### src/rtl/alu_writeback_pc_if.sv
// Bus between the ALU/decode stage and the writeback/PC stage.
// alu_out keeps the ALU's bit ordering (index 0 is the MSB).
interface alu_writeback_pc_if #(
  parameter int WIDTH    = 32,
  parameter int PC_WIDTH = 32
);
  logic                valid_in;
  logic                stall;
  logic                instr_is_a;
  logic [WIDTH-1:0]    imm;
  logic [0:WIDTH-1]    alu_out;
  logic                zr;
  logic                ng;
  logic [2:0]          dest;
  logic [2:0]          jump;
  logic [WIDTH-1:0]    a_reg;
  logic [WIDTH-1:0]    d_reg;
  logic [PC_WIDTH-1:0] pc;
  logic                mem_we;
  logic [WIDTH-1:0]    mem_addr;
  logic [WIDTH-1:0]    mem_wdata;
  logic                zr_q;
  logic                ng_q;
  logic                taken;

  modport master (
    output valid_in, stall, instr_is_a, imm, alu_out, zr, ng, dest, jump,
    input  a_reg, d_reg, pc, mem_we, mem_addr, mem_wdata, zr_q, ng_q, taken
  );

  modport slave (
    input  valid_in, stall, instr_is_a, imm, alu_out, zr, ng, dest, jump,
    output a_reg, d_reg, pc, mem_we, mem_addr, mem_wdata, zr_q, ng_q, taken
  );
endinterface

### src/rtl/alu_writeback_pc.sv
// Post-ALU stage: A/D register writeback, data-memory write strobe,
// jump-condition evaluation and program counter.
module alu_writeback_pc #(
  parameter int                    WIDTH    = 32,
  parameter int                    PC_WIDTH = 32,
  parameter logic [PC_WIDTH-1:0]   RESET_PC = '0
) (
  input logic clk,
  input logic reset,
  alu_writeback_pc_if.slave bus
);
  logic [WIDTH-1:0]    a_q, d_q, addr_q, wdata_q;
  logic [PC_WIDTH-1:0] pc_q;
  logic                we_q, zr_q, ng_q, taken_q;
  logic [WIDTH-1:0]    res;
  logic                cond;
  logic                exec;

  assign res  = bus.alu_out;
  assign exec = bus.valid_in && !bus.stall;
  assign cond = (bus.jump[0] & bus.ng) |
                (bus.jump[1] & bus.zr) |
                (bus.jump[2] & ~bus.ng & ~bus.zr);

  always_ff @(posedge clk) begin
    if (reset) begin
      a_q     <= '0;
      d_q     <= '0;
      pc_q    <= RESET_PC;
      we_q    <= 1'b0;
      addr_q  <= '0;
      wdata_q <= '0;
      zr_q    <= 1'b0;
      ng_q    <= 1'b0;
      taken_q <= 1'b0;
    end else if (!exec) begin
      we_q    <= 1'b0;
      taken_q <= 1'b0;
    end else if (bus.instr_is_a) begin
      a_q     <= bus.imm;
      pc_q    <= pc_q + 1'b1;
      we_q    <= 1'b0;
      taken_q <= 1'b0;
    end else begin
      // Jump target and memory address both use A as it was before this edge.
      if (bus.dest[0]) a_q <= res;
      if (bus.dest[1]) d_q <= res;
      we_q <= bus.dest[2];
      if (bus.dest[2]) begin
        addr_q  <= a_q;
        wdata_q <= res;
      end
      zr_q    <= bus.zr;
      ng_q    <= bus.ng;
      taken_q <= cond;
      pc_q    <= cond ? PC_WIDTH'(a_q) : pc_q + 1'b1;
    end
  end

  assign bus.a_reg     = a_q;
  assign bus.d_reg     = d_q;
  assign bus.pc        = pc_q;
  assign bus.mem_we    = we_q;
  assign bus.mem_addr  = addr_q;
  assign bus.mem_wdata = wdata_q;
  assign bus.zr_q      = zr_q;
  assign bus.ng_q      = ng_q;
  assign bus.taken     = taken_q;
endmodule

### src/flat_wrapper.sv
// flat-port wrapper written by rule: the top's interface ports become plain ports
module alu_writeback_pc_flat 
#(
  parameter int                    WIDTH    = 32,
  parameter int                    PC_WIDTH = 32,
  parameter logic [PC_WIDTH-1:0]   RESET_PC = '0
)
  (clk, reset, bus_valid_in, bus_stall, bus_instr_is_a, bus_imm, bus_alu_out, bus_zr, bus_ng, bus_dest, bus_jump, bus_a_reg, bus_d_reg, bus_pc, bus_mem_we, bus_mem_addr, bus_mem_wdata, bus_zr_q, bus_ng_q, bus_taken);
  alu_writeback_pc_if #(.WIDTH(WIDTH), .PC_WIDTH(PC_WIDTH)) bus_i ();
  input logic clk;
  input logic reset;
  input wire logic [$bits(bus_i.valid_in)-1:0] bus_valid_in;
  input wire logic [$bits(bus_i.stall)-1:0] bus_stall;
  input wire logic [$bits(bus_i.instr_is_a)-1:0] bus_instr_is_a;
  input wire logic [$bits(bus_i.imm)-1:0] bus_imm;
  input wire logic [$bits(bus_i.alu_out)-1:0] bus_alu_out;
  input wire logic [$bits(bus_i.zr)-1:0] bus_zr;
  input wire logic [$bits(bus_i.ng)-1:0] bus_ng;
  input wire logic [$bits(bus_i.dest)-1:0] bus_dest;
  input wire logic [$bits(bus_i.jump)-1:0] bus_jump;
  output wire logic [$bits(bus_i.a_reg)-1:0] bus_a_reg;
  output wire logic [$bits(bus_i.d_reg)-1:0] bus_d_reg;
  output wire logic [$bits(bus_i.pc)-1:0] bus_pc;
  output wire logic [$bits(bus_i.mem_we)-1:0] bus_mem_we;
  output wire logic [$bits(bus_i.mem_addr)-1:0] bus_mem_addr;
  output wire logic [$bits(bus_i.mem_wdata)-1:0] bus_mem_wdata;
  output wire logic [$bits(bus_i.zr_q)-1:0] bus_zr_q;
  output wire logic [$bits(bus_i.ng_q)-1:0] bus_ng_q;
  output wire logic [$bits(bus_i.taken)-1:0] bus_taken;
  assign bus_i.valid_in = bus_valid_in;
  assign bus_i.stall = bus_stall;
  assign bus_i.instr_is_a = bus_instr_is_a;
  assign bus_i.imm = bus_imm;
  assign bus_i.alu_out = bus_alu_out;
  assign bus_i.zr = bus_zr;
  assign bus_i.ng = bus_ng;
  assign bus_i.dest = bus_dest;
  assign bus_i.jump = bus_jump;
  assign bus_a_reg = bus_i.a_reg;
  assign bus_d_reg = bus_i.d_reg;
  assign bus_pc = bus_i.pc;
  assign bus_mem_we = bus_i.mem_we;
  assign bus_mem_addr = bus_i.mem_addr;
  assign bus_mem_wdata = bus_i.mem_wdata;
  assign bus_zr_q = bus_i.zr_q;
  assign bus_ng_q = bus_i.ng_q;
  assign bus_taken = bus_i.taken;
  alu_writeback_pc #(.WIDTH(WIDTH), .PC_WIDTH(PC_WIDTH), .RESET_PC(RESET_PC)) u_core (.clk(clk), .reset(reset), .bus(bus_i));
endmodule
### config.mk
export PLATFORM = sky130hd
export DESIGN_NAME = alu_writeback_pc_flat
export DESIGN_NICKNAME = d
export VERILOG_FILES = /design/src/rtl/alu_writeback_pc_if.sv /design/src/rtl/alu_writeback_pc.sv /design/src/flat_wrapper.sv
export SDC_FILE = /design/constraint.sdc
export NUM_CORES = 1
export LEC_CHECK = 0
export CAP_MARGIN = 20
export CORE_ASPECT_RATIO = 1.75
export CORE_UTILIZATION = 35
export CTS_BUF_LIST = sky130_fd_sc_hd__clkbuf_8
export CTS_CLUSTER_DIAMETER = 150
export DETAILED_ROUTE_END_ITERATION = 8
export PLACE_DENSITY = 0.72
export SETUP_SLACK_MARGIN = 0.15
export SLEW_MARGIN = 20
export SYNTH_ARGS = -nofsm -noshare
export SYNTH_HDL_FRONTEND = slang
export SYNTH_SLANG_ARGS = --single-unit
### constraint.sdc
create_clock -name clk -period 3.8 [get_ports clk]
set_input_delay 0.38 -clock clk [delete_from_list [all_inputs] [get_ports clk]]
set_output_delay 0.38 -clock clk [all_outputs]
set_load 0.1 [all_outputs]
==> results of run 1 <==
how the worst max path moves through the flow:
stage	endpoint	from	slack [ns]
after CTS	bus_pc[24]	u_core.bus.pc[24]	1.22
after global routing	u_core.bus.pc[21]	bus_zr	1.08
after global placement	u_core.bus.pc[21]	bus_zr	0.81
final	bus_pc[19]	u_core.bus.pc[19]	1.23
after floorplan	u_core.bus.pc[22]	u_core.bus.pc[0]	0.99
after detailed placement	u_core.bus.pc[21]	bus_zr	0.79
metal layers:
layer	up-vias	track usage [%]	part of all wire (%)
met5	-	0	0
met4	0	15.0	5.9
met3	76	3.89	4.7
met2	253	39.5	51
met1	3221	26.1	39
li1	3437	-	-
logic make-up after synthesis:
family          count (synthesis)  share of synthesized area [%]
compound gates                223                           19.0
fa+ha+maj                       1                          0.181
buf+inv                        70                           3.87
flops                         164                           47.5
mux                            37                           5.39
simple gates                  373                           24.1
through the flow:
stage          utilization [%]  hold WS, ns
6_report                  51.1        0.299
5_1_grt                   51.1        0.291
4_1_cts                   51.1        0.269
3_5_place_dp              49.1        0.446
3_3_place_gp              49.1        0.440
2_1_floorplan                -        0.516
cells in the mapped netlist (3+ instances only):
master / number / area share (%)
nand2_1: 228 / 12
dfxtp_1: 164 / 47
a21oi_1: 123 / 8.9
clkbuf_1: 58 / 3.1
nor2_1: 50 / 2.7
a211oi_1: 38 / 4.1
mux2i_1: 35 / 5.1
o21ai_0: 24 / 1.7
nand3_1: 20 / 1.4
nor3_1: 14 / 1.0
and3_1: 9 / 0.81
nor4_1: 8 / 0.72
a21o_1: 7 / 0.76
and2_1: 7 / 0.63
nand2b_1: 7 / 0.63
nand4_1: 7 / 0.63
a31oi_1: 5 / 0.45
buf_1: 5 / 0.27
buf_2: 4 / 0.29
o211ai_1: 4 / 0.43
or4_1: 4 / 0.43
a22oi_1: 3 / 0.33
and4_1: 3 / 0.38
inv_1: 3 / 0.16
o22ai_1: 3 / 0.27
cells in the final DEF, fill, tap and decap left out, types with 2 or more instances in the layout:
cell,count
o311ai_0,2
nor2_1,49
nor3_1,14
a31oi_1,5
dfxtp_1,164
clkinvlp_4,3
clkinv_4,3
nand3b_1,2
a311o_1,2
a211oi_1,38
nor4_1,8
o21ai_0,24
or3_1,2
mux2i_1,35
o211ai_1,4
clkdlybuf4s50_1,238
and2_1,6
o22ai_1,3
a22oi_1,3
clkbuf_8,20
and3_1,9
inv_1,6
a21o_1,7
buf_4,14
or4_1,4
a21oi_1,122
o21a_1,2
and4_1,3
nand4_1,7
o311ai_1,2
nand2b_1,7
inv_6,2
or3_4,2
nand2_1,227
nand3_1,20
mux2_2,2
o21bai_1,2
where the power goes:
group          internal, mW  switching, mW  total (mW)
logic                 0.229          0.588       0.816
registers              1.77         0.0636        1.83
clock network         0.570          0.668        1.24
area by class of cell:
class                      count  area [µm²]  area share [%]
multi-input combinational    634        3390            34.4
sequential                   164        3280            33.3
timing repair buffer         253        2490            25.3
tap                          241         302            3.06
clock buffer                  20         275            2.79
clock inverter                12         108            1.09
inverter                       3        11.3           0.114
antenna                        1        2.50          0.0254
==> results.md, run 1 <==
* Status: finished, final reports clean
* Final Cycle Share at 67.5%
* Worst vdd ir at 0.311 mV
* Arrival time at the worst endpoint at 2.19 ns
* Worst EP required at 3.42 ns
* R2R depth at 6
* Hold Path Class: in2reg
* Final hold vios at 0
* GR Overflow Total at 0
* Worst Path Buf+Inv at 1
* Nets at 1151
* Max incr delay on CP at 1.20 ns
* Cells after DPL at 1295
* Distinct cells, synth at 51
* Post-Route Setup TNS at 0 ns
* Post-CTS resize count at 0
* CP max stage cell: clkdlybuf4s50_1
* Drt pass-1 iters at 4
* Final Wtd Congestion at 0.880
* Remaining antenna violation count at 0
* Syn_area_per_cell at 7.97 µm²
* Pin count of the biggest net entering global routing at 100
* Ports at 241
* Filler cells at 1889
* Die width at 108 µm
* Post-route insts no fill at 1328
* Final slew viol count at 0
* PortBufs at 240
* CTS max path bufs at 2
* Slew @ Worst Pin at 1.08 ns
* Synth Cell Area at 6910 µm²
* CTS tree: done
* Max-cap violation count at 0
* Antenna violations before repair at 1
* Worst hold stages at 2
* Core ar. at 19300 µm²
* # setup viols final at 0
* Via Count at 6987
* Seq/Total Area, Yosys at 47.5%
* Pre-CTS setup slack at 0.791 ns
* Setup bufs post-CTS at 0
* PD cells at 394 nW/µm²
* Yosys Warn Count at 0
* Crit path max-delay family: buffers and inverters
* Routed wire length at 23200 µm
* Layout area overhead at 42.6%
* Hold_buf cts at 0
* Pleak at 3.30 nW
* H-tree levels at 4
* DRC viols at 0
* First-pass GRT wire length at 36100 µm
* Hold Path Origin: reset
* Clock Pin Slew Worst Setup and Hold Paths at 0.10 ns
* Root Driver: clkbuf_8
* Total nets after synthesis at 946
* Crit-path max FO at 9
* Startpoint types: flop
* Crit path cell chain: clkdlybuf4s50_1
* DP Area at 9480 µm²
* TritonCTS Buffers at 17
* Final Skew at 0.0118 ns
* WL per Instance at 17.5 µm
* Crit path time final at 2.57 ns
* WS Path Type: reg2out
* Yosys reg bits at 164
* Crit end category: output pin
* Total Power at 3.89 mW
* R2r setup slk at 1.30 ns
* Vias in the first global route at 6618
* DRT iter0 DRCs at 396
* Tot GR Track Use at 23.2%
* Setup WS post-layout at 1.23 ns
* CP Depth at 1
* Layout cells sized above 1 at 5.62%
* Most used DFF post-synth: dfxtp_1
* Via-to-Cell Ratio at 5.26
* Clock sink count at 164
* Die area at 20300 µm²
* Rows at 67
* Post-synth EDFFs at 0
* Dpl hpwl at 16800 µm
* Slew HR at 27.5%
* Initial Util at 35.9%
* Max Clk Rate at 390 MHz
* Cells after Synth at 868
* RSZ-0062 raised after global routing: no
* Hold endpoint: u_core.bus.mem_we
* Reg2reg end: u_core.bus.pc[26]
* RR Startpoint: u_core.bus.pc[0]
* Die height at 188 µm
* Worst-Skew Late Latency at 0.47 ns
* FFs w/ async S/R, synth at 0%
* Design area at 9860 µm²
Note: power is estimated with default switching activity, not from simulation.
==> run 2: changes to the inputs <==
PLACE_DENSITY = 0.74   (was 0.72)
clock period = 2.35 ns   (was 3.8 ns; I/O delays follow)
==> run 2 against run 1 <==
Routed wire length shrank 0.27%. Worst hold slack got worse by 0.14 ns. First-iteration DRC count is 1.8% lower. Clock power up 65%. Sequential power rose by 62%. Setup slack lost 1.0 ns. Utilization decreased by 0.80 points. Largest cell class unchanged. Register-to-register slack worse by 1.1 ns. Cell area down 1.6%.
==> results.md, run 2 (synthesis gave the netlist of run 1 again) <==
* Initial Util at 35.9%
* DRC viols at 0
* Via-to-Cell Ratio at 5.20
* Hold Path Origin: reset
* Sw frac at 33.7%
* R2r setup slk at 0.24 ns
* Int Power at 4.19 mW
* WL per Instance at 17.3 µm
* Tot GR Track Use at 22.7%
* P_sw at 2.13 mW
* Filler cells at 1895
* Clock Pin Slew Worst Setup and Hold Paths at 0.10 ns
* Worst hold stages at 3
* Ports at 241
* Core ar. at 19300 µm²
* Most frequent cells in the layout: 227 x nand2_1, 184 x buf_4, 140 x dfxtp_1
* Vias in the first global route at 6508
* Die width at 108 µm
* Post-route insts no fill at 1340
* Reg2reg end: u_core.bus.pc[22]
* Hold Path Class: in2reg
* Status: finished, final reports clean
* CP max stage cell: or4_4
* Cells after DPL at 1307
* H-tree levels at 4
* # setup viols final at 0
* Post-Route Setup TNS at 0 ns
* CTS tree: done
* TritonCTS Buffers at 17
* Startpoint types: flop
* FF/Latch Area at 3340 µm²
* Routed wire length at 23100 µm
* RSZ-0062 raised after global routing: yes
* CTS max path bufs at 2
* Worst EP required at 2.68 ns
* Crit path time final at 2.11 ns
* Drt pass-1 iters at 5
* Slew @ Worst Pin at 0.727 ns
* Worst vdd ir at 0.601 mV
* Nets at 1164
* Rows at 67
* Via Count at 6971
* Die area at 20300 µm²
* Register share of total power at 46.9%
* Die height at 188 µm
* Final Skew at 0.0133 ns
* Remaining antenna violation count at 0
* Clk pwr share at 32.2%
* Layout area overhead at 40.4%
* Layout cells sized above 1 at 24.1%
* Max-cap violation count at 0
* Antenna violations before repair at 0
* Clock sink count at 164
* Fin util at 50.4%
* Worst-Skew Late Latency at 0.46 ns
* Comb power frac at 20.8%
* RR Startpoint: u_core.bus.pc[0]
* Final hold vios at 0
* Max incr delay on CP at 0.64 ns
* DRT iter0 DRCs at 389
* Crit-path max FO at 7
* PortBufs at 240
* Crit path cell chain: ha_1 > nand3_1 > or4_4 > nor3_2 > nand4_1 > nor4b_2
* First-pass GRT wire length at 35200 µm
* Ant. Diodes at 0
* Slew HR at 51.6%
* R2R depth at 6
* Hold_buf cts at 0
* Pleak at 3.73 nW
* Max Clk Rate at 473 MHz
* Dpl hpwl at 16900 µm
* WS Path Type: reg2reg
* Commonest non-fill, non-tap cell in the layout: nand2_1
* Pin count of the biggest net entering global routing at 66
* PD cells at 651 nW/µm²
* Root Driver: clkbuf_8
* Final Wtd Congestion at 0.907
* Final Cycle Share at 90.0%
* Worst Path Buf+Inv at 0
* GR Overflow Total at 0
* Crit path max-delay family: simple AND/OR/NAND/NOR gates
* Hold endpoint: u_core.bus.pc[30]
* Crit end category: flop
* Arrival time at the worst endpoint at 2.44 ns
* Final slew viol count at 0
* Multi-input logic area at 3400 µm²
run 2: changes by cell type in the layout (fill, tap and decap cells not counted), moves of 2 or more:
cell,change
buf_4,+170
dfxtp_2,+13
dfxtp_1,-24
clkbuf_8,-2
clkinv_2,+2
dfxtp_4,+11
buf_12,+7
clkdlybuf4s50_1,-164
run 2: cell type report:
class                      count  share of cell area, %
multi-input combinational    634                   35.0
sequential                   164                   34.4
timing repair buffer         266                   23.4
tap                          241                   3.11
clock buffer                  18                   2.55
clock inverter                14                   1.44
inverter                       3                  0.116
run 2: how the worst max path moves through the flow:
stage                           from                 to  slack, ns  depth (start not counted)
floorplan           u_core.bus.pc[0]  u_core.bus.pc[22]       0.14                          7
global placement              bus_zr  u_core.bus.pc[25]       0.11                          6
CTS                 u_core.bus.pc[0]  u_core.bus.pc[26]       0.20                          7
global route        u_core.bus.pc[0]  u_core.bus.pc[22]       0.14                          6
finish              u_core.bus.pc[0]  u_core.bus.pc[22]       0.24                          6
detailed placement            bus_zr  u_core.bus.pc[25]       0.05                          6
run 2: worst reg2reg max path: stages, from the launching register on:
cell and delay, ns:
dfxtp_4 0.40, ha_1 0.21, nand3_1 0.18, or4_4 0.64, nor3_2 0.26, nand4_1 0.12, nor4b_2 0.18
run 2: repair_timing:
action,CTS,global route
buffers inserted,0,1
gates cloned,0,0
endpoints found under the setup margin,1,4
gates resized for setup,1,2
run 2: power by group through the flow:
stage,combinational (mW),sequential [mW],clock (mW)
3_3_place_gp,1.31,3.02,0
5_1_grt,1.38,2.97,2.21
3_5_place_dp,1.32,3.03,0
2_1_floorplan,0.300,3.61,0
4_1_cts,1.32,2.96,2.10
6_report,1.32,2.96,2.04
run 2: layer usage:
metal	track usage, %	share of wire (%)	vias to the layer above
met1	25.6	39	3193
met5	0	0	-
met3	4.76	5.2	62
li1	-	-	3466
met4	13.0	4.8	0
met2	38.9	51	250
run 2: stage by stage:
step | instance area (µm²) | hold WS [ns] | power (mW) | setup slack [ns]
3_5_place_dp | 9300 | 0.447 | 4.35 | 0.0492
6_report | 9710 | 0.156 | 6.32 | 0.236
4_1_cts | 9690 | 0.116 | 6.39 | 0.201
2_1_floorplan | 6970 | 0.371 | 3.91 | 0.140
5_1_grt | 9710 | 0.140 | 6.56 | 0.144
3_3_place_gp | 9300 | 0.442 | 4.34 | 0.113
==> run 3: changes to the inputs <==
REMOVE_ABC_BUFFERS = 1   (was default)
==> run 3 against run 2 <==
Global-route usage increased by 0.11 points. First-iteration DRC count fell by 2.6%. Clock skew up 0.0025 ns. Utilization increased by 0.23 points. Die area stayed put. Total power increased by 4.8%. Non-clock buffer count is 5 higher. Register-to-register slack barely moved. Worst hold slack improved by 0.081 ns. Largest power group unchanged.
==> results.md, run 3 (synthesis gave the netlist of run 1 again) <==
* CTS tree: done
* Pin count of the biggest net entering global routing at 167
* Final Wtd Congestion at 0.834
* Fin util at 50.6%
* Layout area overhead at 41.0%
* Initial Util at 35.9%
* Crit end category: flop
* Ant. Diodes at 0
* CP dominant cell by count: or3_4
* Nets at 1169
* Crit path time final at 2.11 ns
* PortBufs at 240
* Worst vdd ir at 0.335 mV
* First-pass GRT wire length at 35900 µm
* Status: finished, final reports clean
* Ports at 241
* Hold Path Class: in2reg
* Pleak at 3.77 nW
* CP max stage cell: dfxtp_1
* Dpl hpwl at 16200 µm
* Final Skew at 0.0158 ns
* Max-cap violation count at 0
* Crit path cell chain: nand4_2 > or3_4 > or3_4 > or4_1 > a31oi_1
* Slew HR at 49.0%
* Design area at 9750 µm²
* Core ar. at 19300 µm²
* Via-to-Cell Ratio at 5.18
* RSZ-0062 raised after global routing: no
* Die width at 108 µm
* Setup WS post-layout at 0.243 ns
* Hold_buf cts at 0
* Commonest non-fill, non-tap cell in the layout: nand2_1
* WS Path Type: reg2reg
* Rows at 67
* GR Overflow Total at 0
* Via Count at 6962
* Routed wire length at 23000 µm
* Slew @ Worst Pin at 0.765 ns
* Post-route insts no fill at 1345
* Clock sink count at 164
* Remaining antenna violation count at 0
* Filler cells at 1895
* TritonCTS Buffers at 17
* Crit-path max FO at 5
* Startpoint types: flop
* CTS max path bufs at 2
* Pre-CTS setup slack at -0.0241 ns
* Layout cells sized above 1 at 22.5%
* Drt pass-1 iters at 5
* Total Power at 6.62 mW
* WL per Instance at 17.1 µm
* Arrival time at the worst endpoint at 2.49 ns
* Hold WS at 0.238 ns
* Post-Route Setup TNS at 0 ns
* PD cells at 679 nW/µm²
* Vias in the first global route at 6776
* DRT iter0 DRCs at 379
* H-tree levels at 4
* # setup viols final at 0
* Worst Path Buf+Inv at 0
* Antenna violations before repair at 0
* Setup bufs post-CTS at 0
* Die area at 20300 µm²
* Most frequent cells in the layout: 227 x nand2_1, 189 x buf_4, 164 x dfxtp_1
* DRC viols at 0
* Root Driver: clkbuf_8
* Max incr delay on CP at 0.45 ns
* Crit path max-delay family: simple AND/OR/NAND/NOR gates
* Clock Pin Slew Worst Setup and Hold Paths at 0.09 ns
* R2r setup slk at 0.24 ns
* Cells after DPL at 1313
* Worst EP required at 2.73 ns
* Die height at 188 µm
* DP Area at 9290 µm²
* Final slew viol count at 0
* Worst-Skew Late Latency at 0.46 ns
* Tot GR Track Use at 22.8%
* Final Cycle Share at 89.7%
* Max Clk Rate at 475 MHz
* Final hold vios at 0
-- run 3: timing repair --
action,4_1_cts,5_1_grt
endpoints found under the setup margin,0,4
gates resized for setup,0,2
endpoints found under the hold margin,0,0
-- run 3: cell type report --
type | count | area, µm² | share of cell area [%]
Clock buffer | 18 | 248 | 2.54
Clock inverter | 14 | 201 | 2.07
Inverter | 3 | 11.3 | 0.115
Multi-Input combinational cell | 634 | 3400 | 34.9
Sequential cell | 164 | 3280 | 33.7
Tap cell | 241 | 302 | 3.09
Timing Repair Buffer | 271 | 2300 | 23.6
-- run 3: worst paths after layout --
check,depth (start not counted),end,from
min reg2reg,2,u_core.bus.mem_wdata[19],u_core.bus.mem_wdata[19]
max,5,u_core.bus.pc[17],u_core.bus.pc[8]
min,3,u_core.bus.pc[10],reset
max reg2reg,5,u_core.bus.pc[17],u_core.bus.pc[8]
-- run 3: worst min-delay path, cell delays in order --
cell	delay, ns
buf_4	0.10
nand2b_1	0.21
o21bai_1	0.10
-- run 3: power by group --
part           total [mW]  internal (mW)  switching, mW
sequential           2.95           2.86         0.0905
clock                2.33           1.20           1.13
combinational        1.33          0.367          0.966
total                6.62           4.43           2.19
-- run 3: layer usage --
layer	GRT usage, %	wire length (µm)	vias to the layer above
li1	-	-	3472
met1	25.9	8890	3241
met2	40.0	12100	208
met3	4.66	1180	41
met4	10.6	836	0
met5	0	0	-
